File: config.mk
export PLATFORM = sky130hd
export DESIGN_NAME = inside_vote
export DESIGN_NICKNAME = d
export VERILOG_FILES = /design/src/rtl/inside_pkg.sv /design/src/rtl/vote_sat_cnt.sv /design/src/rtl/inside_vote.sv
export SDC_FILE = /design/constraint.sdc
export NUM_CORES = 1
export LEC_CHECK = 0
export BUFFER_PORTS_ARGS = -buffer_cell sky130_fd_sc_hd__buf_2
export CAP_MARGIN = 20
export CORE_ASPECT_RATIO = 1.2
export CORE_UTILIZATION = 35
export CTS_CLUSTER_SIZE = 24
export DETAILED_ROUTE_END_ITERATION = 8
export SKIP_CTS_REPAIR_TIMING = 1
export SYNTH_ARGS = -nofsm -noshare
export SYNTH_HDL_FRONTEND = slang
export SYNTH_SLANG_ARGS = --single-unit
File: constraint.sdc
create_clock -name clk -period 3.5 [get_ports clk]
set_input_delay 0.875 -clock clk [delete_from_list [all_inputs] [get_ports clk]]
set_output_delay 0.875 -clock clk [all_outputs]
set_load 0.01 [all_outputs]
File: src/rtl/inside_pkg.sv
// Shared definitions for the circle-inclusion check and the vote stage.
package inside_pkg;

  typedef enum logic {ACC, HOLD} state_t;

  localparam int K_DEF  = 4;
  localparam int CW_DEF = 8;

  // Width needed to hold a vote count of 0..k
  function automatic int cnt_w(input int k);
    return $clog2(k + 1);
  endfunction

endpackage

File: src/rtl/vote_sat_cnt.sv
// Saturating up-counter with synchronous clear; cnt_nxt exposes the value after
// the current increment so the closing beat can use it in the same cycle.
module vote_sat_cnt #(
  parameter int MAX = 4,
  parameter int W   = 3
) (
  input  logic         clk,
  input  logic         rst_n,
  input  logic         clr,
  input  logic         en,
  input  logic         inc,
  output logic [W-1:0] cnt,
  output logic [W-1:0] cnt_nxt
);

  localparam logic [W-1:0] MAX_V = W'(MAX);

  assign cnt_nxt = (inc && (cnt != MAX_V)) ? cnt + W'(1) : cnt;

  // Count register; clear wins over increment
  always_ff @(posedge clk or negedge rst_n) begin
    if (!rst_n)   cnt <= '0;
    else if (clr) cnt <= '0;
    else if (en)  cnt <= cnt_nxt;
  end

endmodule

File: src/rtl/inside_vote.sv
// Vote stage after the circle-inclusion check: counts in-range anchors per
// candidate, tracks the best candidate over a frame and holds the decision
// until consumed. Optional macro INSIDE_VOTE_THRESH_EN adds a min_votes port
// and qualifies res_found against it instead of against zero.
module inside_vote
  import inside_pkg::*;
#(
  parameter  int K     = K_DEF,
  parameter  int CW    = CW_DEF,
  localparam int CNT_W = cnt_w(K)
) (
  input  logic             clk,
  input  logic             rst_n,
  input  logic             in_valid,
  output logic             in_ready,
  input  logic             outside,
  input  logic             anchor_last,
  input  logic             cand_last,
`ifdef INSIDE_VOTE_THRESH_EN
  input  logic [CNT_W-1:0] min_votes,
`endif
  output logic             res_valid,
  input  logic             res_ready,
  output logic [CW-1:0]    res_idx,
  output logic [CNT_W-1:0] res_cnt,
  output logic             res_found
);

  state_t           state, state_d;
  logic [CW-1:0]    cand_idx, best_idx, best_idx_d;
  logic [CNT_W-1:0] cur_cnt, cnt_f, best_cnt, best_cnt_d;
  logic             first_cand;
  logic             beat, close, done, hs, take, found_d;

  assign in_ready  = (state == ACC);
  assign res_valid = (state == HOLD);
  assign beat      = in_valid & in_ready;
  assign close     = beat & anchor_last;
  assign done      = close & cand_last;
  assign hs        = res_valid & res_ready;

  vote_sat_cnt #(.MAX(K), .W(CNT_W)) u_cnt (
    .clk     (clk),
    .rst_n   (rst_n),
    .clr     (close | hs),
    .en      (beat),
    .inc     (~outside),
    .cnt     (cur_cnt),
    .cnt_nxt (cnt_f)
  );

  // Best candidate after this closing beat; strict > keeps the earliest on ties.
  // A dedicated first-candidate flag keeps this correct across index wrap.
  always_comb begin
    take       = first_cand | (cnt_f > best_cnt);
    best_idx_d = take ? cand_idx : best_idx;
    best_cnt_d = take ? cnt_f    : best_cnt;
`ifdef INSIDE_VOTE_THRESH_EN
    found_d    = (best_cnt_d >= min_votes);
`else
    found_d    = (best_cnt_d != '0);
`endif
  end

  // Next-state logic
  always_comb begin
    state_d = state;
    case (state)
      ACC:     if (done) state_d = HOLD;
      HOLD:    if (hs)   state_d = ACC;
      default: state_d = ACC;
    endcase
  end

  // State register
  always_ff @(posedge clk or negedge rst_n) begin
    if (!rst_n) state <= ACC;
    else        state <= state_d;
  end

  // Frame tracking: candidate index, best-so-far, result registers
  always_ff @(posedge clk or negedge rst_n) begin
    if (!rst_n) begin
      cand_idx   <= '0;
      best_idx   <= '0;
      best_cnt   <= '0;
      first_cand <= 1'b1;
      res_idx    <= '0;
      res_cnt    <= '0;
      res_found  <= 1'b0;
    end else if (hs) begin
      cand_idx   <= '0;
      best_idx   <= '0;
      best_cnt   <= '0;
      first_cand <= 1'b1;
    end else if (close) begin
      cand_idx   <= cand_idx + CW'(1);
      best_idx   <= best_idx_d;
      best_cnt   <= best_cnt_d;
      first_cand <= 1'b0;
      if (cand_last) begin
        res_idx   <= best_idx_d;
        res_cnt   <= best_cnt_d;
        res_found <= found_d;
      end
    end
  end

endmodule

# Word-level counts from Yosys, hierarchy flattened
# Index checks and enable logic that the tools add are counted.
[totals]
wordCells = 43
input_bits = 7
output_inout_bits = 14
register_bits = 36
[classes]
bitwise = 9
n_addsub = 2
magnitude_cmp = 1
eq_ne = 1
mux = 16
n_reduce_logical = 5
[ops]
columns = ["op", "n"]
rows = [
  ["2-to-1 mux 8 bit", 5],
  ["2-to-1 mux 3 bit", 6],
  ["adder 8 x 1 -> 8 bit (second input constant)", 1],
  ["AND 1 bit", 4],
  ["2-to-1 mux 1 bit", 4],
  ["nonzero test 2 bit", 2],
  ["adder 3 x 1 -> 3 bit (second input constant)", 1],
  ["> comparator 3 bit", 1],
  ["inequality test 3 bit (second input constant)", 1],
  ["inverter 1 bit", 3],
  ["AND reduction 3 bit", 1],
  ["nonzero test 3 bit", 1],
  ["OR 1 bit", 2],
  ["one-hot mux 1 bit (2 select lines)", 1],
  ["logical AND 1 bit", 1],
]

# Logic depth before layout (Yosys ltp)
[depth]
depth_word = 8
mapped_depth = 11
depth_no_buf = 9

# Modules after synthesis
# A second synthesis with hierarchy kept.
[hier_totals]
hier_cells = 188
area_unflattened_um2 = 1861.8
[by_module_without_submodules]
columns = ["module", "cells_each", "instances", "seq_area_each_um2", "area_each_um2"]
rows = [
  ["inside_vote", 164, 1, 827.0, 1616.6],
  ["vote_sat_cnt", 24, 1, 75.1, 245.2],
]

# Worst setup path before layout
# OpenSTA, ideal clock, no wires.
[synth_path]
kind = "input to register"
start = "in outside"
end = "reg res_found"
setup_time_ns = 0.129
setup_slack_ns = 0.604
t_required_ns = 3.371
arrival_ns = 2.767
path_stages = 8
n_path_buf = 1
cell_sequence = "a21oi_2 -> mux2_2 -> ha_1 -> nor2b_4 -> or4_4 -> buf_6 -> a2111oi_4 -> o31ai_1"
[synth_via]
elab_chain_len = 7
[synth_rtl]
columns = ["element", "line_no", "text"]
rows = [
  ["start: declaration", "inside_vote.sv:16", "input logic outside,"],
  ["inverter 1 bit *", "inside_vote.sv:47", ".inc (~outside),"],
  ["logical AND 1 bit *", "vote_sat_cnt.sv:18", "assign cnt_nxt = (inc && (cnt != MAX_V)) ? cnt + W'(1) : cnt;"],
  ["2-to-1 mux 3 bit *", "vote_sat_cnt.sv:18", ""],
  ["> comparator 3 bit", "inside_vote.sv:55", "take = first_cand | (cnt_f > best_cnt);"],
  ["OR 1 bit", "inside_vote.sv:55", ""],
  ["2-to-1 mux 3 bit *", "inside_vote.sv:57", "best_cnt_d = take ? cnt_f : best_cnt;"],
  ["nonzero test 3 bit *", "inside_vote.sv:61", "found_d = (best_cnt_d != '0);"],
  ["end signal: assignment", "inside_vote.sv:104", "res_found <= found_d;"],
  ["end: declaration", "inside_vote.sv:26", "output logic res_found"],
]
# Every way passes the cells marked *; elsewhere a longest branch is shown, timed or not.
# A chain may end at the register's enable or synchronous reset.

# Worst setup path after layout
[layout_path]
start = "reg u_cnt.cnt[0]"
end = "reg res_found"
[layout_via]
elab_chain_len = 7
word_cells_on_any_way = 8
cone_classes = "add/sub: 1; order compare: 1; eq/ne: 1; mux: 2; bitwise: 1; reduce/logical: 2"
[layout_rtl]
columns = ["element", "line_no", "text"]
rows = [
  ["start: declaration", "vote_sat_cnt.sv:12", "output logic [W-1:0] cnt,"],
  ["start signal: assignment", "vote_sat_cnt.sv:24", "else if (en) cnt <= cnt_nxt;"],
  ["branches (longest 2 deep; another with adder 3 x 1 -> 3 bit)", "--", ""],
  ["2-to-1 mux 3 bit *", "vote_sat_cnt.sv:18", ""],
  ["> comparator 3 bit", "inside_vote.sv:55", ""],
  ["OR 1 bit", "inside_vote.sv:55", ""],
  ["2-to-1 mux 3 bit *", "inside_vote.sv:57", ""],
  ["nonzero test 3 bit *", "inside_vote.sv:61", ""],
]
# Every way passes the cells marked *.

==> out/metrics.csv <==
stage,metric,value,unit
outcome,status,"finished, final reports clean",
grt,grt_first_pass_wirelength,6.782,mm
cts,clock_latency,0.29,ns
setup_path,crit_top_cell,ha_1,
power,p_total,1.437,mW
logic_synthesis,yosysMostFrequentCell,dfrtp_1,
place,dp_cells,273,
logic_synthesis,yosysUniqueCellTypes,39,
logic_synthesis,yosysSeqAreaShare,0.4747,
timing,hold_viol,0,
timing,setup_viol,0,
setup_path,path_cells,inv_1 > ha_1 > a21oi_2 > mux2_2 > ha_1 > nor2b_4 > or4_4 > a2111oi_4 > o31ai_1,
die,io-pin-count,21,
logic_synthesis,syn_avg_cell_area,9.456,um2
power,leakagePower,0.9181,nW
grt,grt_max_degree,37,
timing,slew_headroom,0.4738,
die,die_x,69.27,um
logic_synthesis,synthTopCellsByArea,"dfrtp_1 46%, o21ai_0 5.5%, nand4_1 4.3%",
power,cellPowerDensity,676.2,nW/um2
route,ant_nets,0,
grt,grt_usage,0.1486,
logic_synthesis,synth_edf_count,0,
logic_synthesis,syn-cell-area,1901,um2
cts,tritoncts,yes,
hold_path,worstHoldPathCells,2,
setup_path,required,3.67,ns
timing,fin_tns_setup,0,ns
route,drtIter0Drc,100,
logic_synthesis,synthTopCellsByCount,"35 x dfrtp_1, 21 x nand2_1, 21 x o21ai_0",
die,rows,29,
timing,drv_slew,0,
setup_path,r2r_cells,9,
route,wl_per_cell,14.11,um
setup_path,cp.arrival,3.14,ns
layout,drive_gt1_frac,0.1773,
cts,cts_buffers,5,
die,start_util,0.3612,
die,core,5261,um2
setup_path,critPathKind,reg2reg,
route,drc_errors,0,
cts,h-tree-depth,2,
cts,cts_root_buf,clkbuf_8,
setup_path,slowest_delay,0.57,ns
timing,fin_ws,0.5312,ns
logic_synthesis,yosys.area.top_type,dfrtp_1,
hold_path,hold_end,res_cnt[1],
timing,max_freq,0.3368,GHz
logic_synthesis,ys_ff_latch,36,
timing,tightest_slew,0.7894,ns
hold_path,min_from,res_cnt[1],
power,peakVddDrop,0.2149,mV
setup_path,r2r_slack,0.53,ns
die,die_area,5730,um2
route,routed-via-count,1532,
layout,antenna_cells,0,
setup_path,timing.rr.end,res_found,
timing,rsz0062_at_grt,false,
layout,fill_cells,540,
layout,fin_nets,232,
grt,grt_pass1_vias,1441,
layout,finalNonFillerCells,282,
logic_synthesis,ys.flop_type,dfrtp_1,
route,finalWirelength,3.980,mm
place,gp_congestion,0.7342,
route,viasPerCell,5.433,
grt,antenna_found_initial,0,
layout,ff_latch_area,902.1,um2
setup_path,end_kind,flop,
timing,period_needed,2.969,ns
logic_synthesis,yosysTopAreaCellShare,0.4608,
timing,min_period_over_period,0.8482,
job,cap_violations,0,
cts,clk_pin_slew,0.07,ns
place,port_buffers,20,
layout,multi_input_area,899.6,um2
setup_path,cpMaxStageDelayCell,or4_4,
die,die-height,82.73,um
timing,finalClockSkew,0.002496,ns
cts,clkSinkCount,36,
logic_synthesis,synth_warnings,0,
hold_path,min_path_type,reg2reg,
place,place_hpwl,2.730,mm
logic_synthesis,synth_cells,201,
grt,grt-ovfl-total,0,
setup_path,rr_startpoint,u_cnt.cnt[0],
setup_path,cp-start-kind,flop,
setup_path,critPathMaxFanout,23,
logic_synthesis,synth.net_count,214,
layout,area_growth,11.85,%
logic_synthesis,synthArstFlopShare,1.000,
cts,clock_path_buffers,2,
route,drtPass1Iterations,4,
place,place_ws,0.2260,ns
layout,final_core_util,0.4040,
[sequential cells by signal (all words and copies together) (netlist names)]
| register | count |
|---|---|
| best_idx | 8 |
| cand_idx | 8 |
| res_cnt | 3 |
| res_idx | 8 |
| best_cnt | 3 |
| res_valid | 1 |
| u_cnt.cnt | 3 |
| res_found | 1 |
| first_cand | 1 |
[worst max path at each step]
stage / slack [ns] / end / from / cells past startpoint
global route: 0.33 / res_cnt[1] / u_cnt.cnt[0] / 9
global placement: 0.32 / best_idx[5] / outside / 8
detailed placement: 0.23 / best_idx[4] / outside / 8
floorplan: 0.60 / res_found / outside / 8
CTS: 0.37 / best_idx[4] / u_cnt.cnt[0] / 9
finish: 0.53 / res_found / u_cnt.cnt[0] / 9
[layout make-up]
cell class | instances | area share
Tap cell | 62 | 0.03649
Multi-Input combinational cell | 146 | 0.4232
Timing Repair Buffer | 25 | 0.06474
Inverter | 5 | 0.008829
Clock buffer | 8 | 0.04238
Sequential cell | 36 | 0.4244
[critical path, delay by kind of cell (launching register included)]
| family | cells | cell delay (ns) |
|---|---|---|
| compound gates | 3 | 0.60 |
| simple gates | 2 | 0.71 |
| flops | 1 | 0.48 |
| fa+ha+maj | 2 | 0.55 |
| mux | 1 | 0.39 |
| buf+inv | 1 | 0.10 |
[placed cells by master (no fill, tap or decap), types with 3 or more instances in the layout]
master	netlist	layout
buf_4	2	4
clkbuf_8	0	6
a31oi_1	9	9
ha_1	6	6
nand3_1	11	11
xnor2_1	4	4
o21ai_0	21	21
buf_2	4	20
o31ai_1	4	4
nand4_1	13	13
nand2_1	21	21
inv_1	5	5
dfrtp_1	35	35
xor2_1	3	3
a21oi_1	5	5
nor3_1	4	4
nor2_1	18	18
[where the power goes]
| group | internal (mW) | switching, mW | total (mW) |
|---|---|---|---|
| clock | 0.161 | 0.150 | 0.310 |
| sequential | 0.513 | 0.0830 | 0.596 |
| combinational | 0.210 | 0.321 | 0.531 |
| total | 0.884 | 0.554 | 1.44 |
[per-stage QoR]
step	instance area [um2]	hold WS [ns]
global route	2126	0.5067
floorplan	1901	0.4610
detailed placement	2028	0.4735
global placement	2028	0.4646
CTS	2118	0.4897
finish	2126	0.4812
[layer usage]
layer | wire [um] | vias to the layer above | GRT usage
li1 | - | 761 | -
met1 | 1966 | 730 | 0.1905
met2 | 1796 | 37 | 0.2476
met3 | 171 | 4 | 0.02913
met4 | 45 | 0 | 0.06122
met5 | 0 | - | 0
[kinds of logic after synthesis]
logic type / Yosys count / share of synthesized area
adders and majority gates: 6 / 0.03950
buffers and inverters: 19 / 0.05201
DFF: 36 / 0.4747
xor gates and xnor gates: 7 / 0.03226
and+or+nand+nor: 83 / 0.2205
muxes: 4 / 0.02238
AOI/OAI and AO/OA: 46 / 0.1587
(Power assumes the default switching activity.)
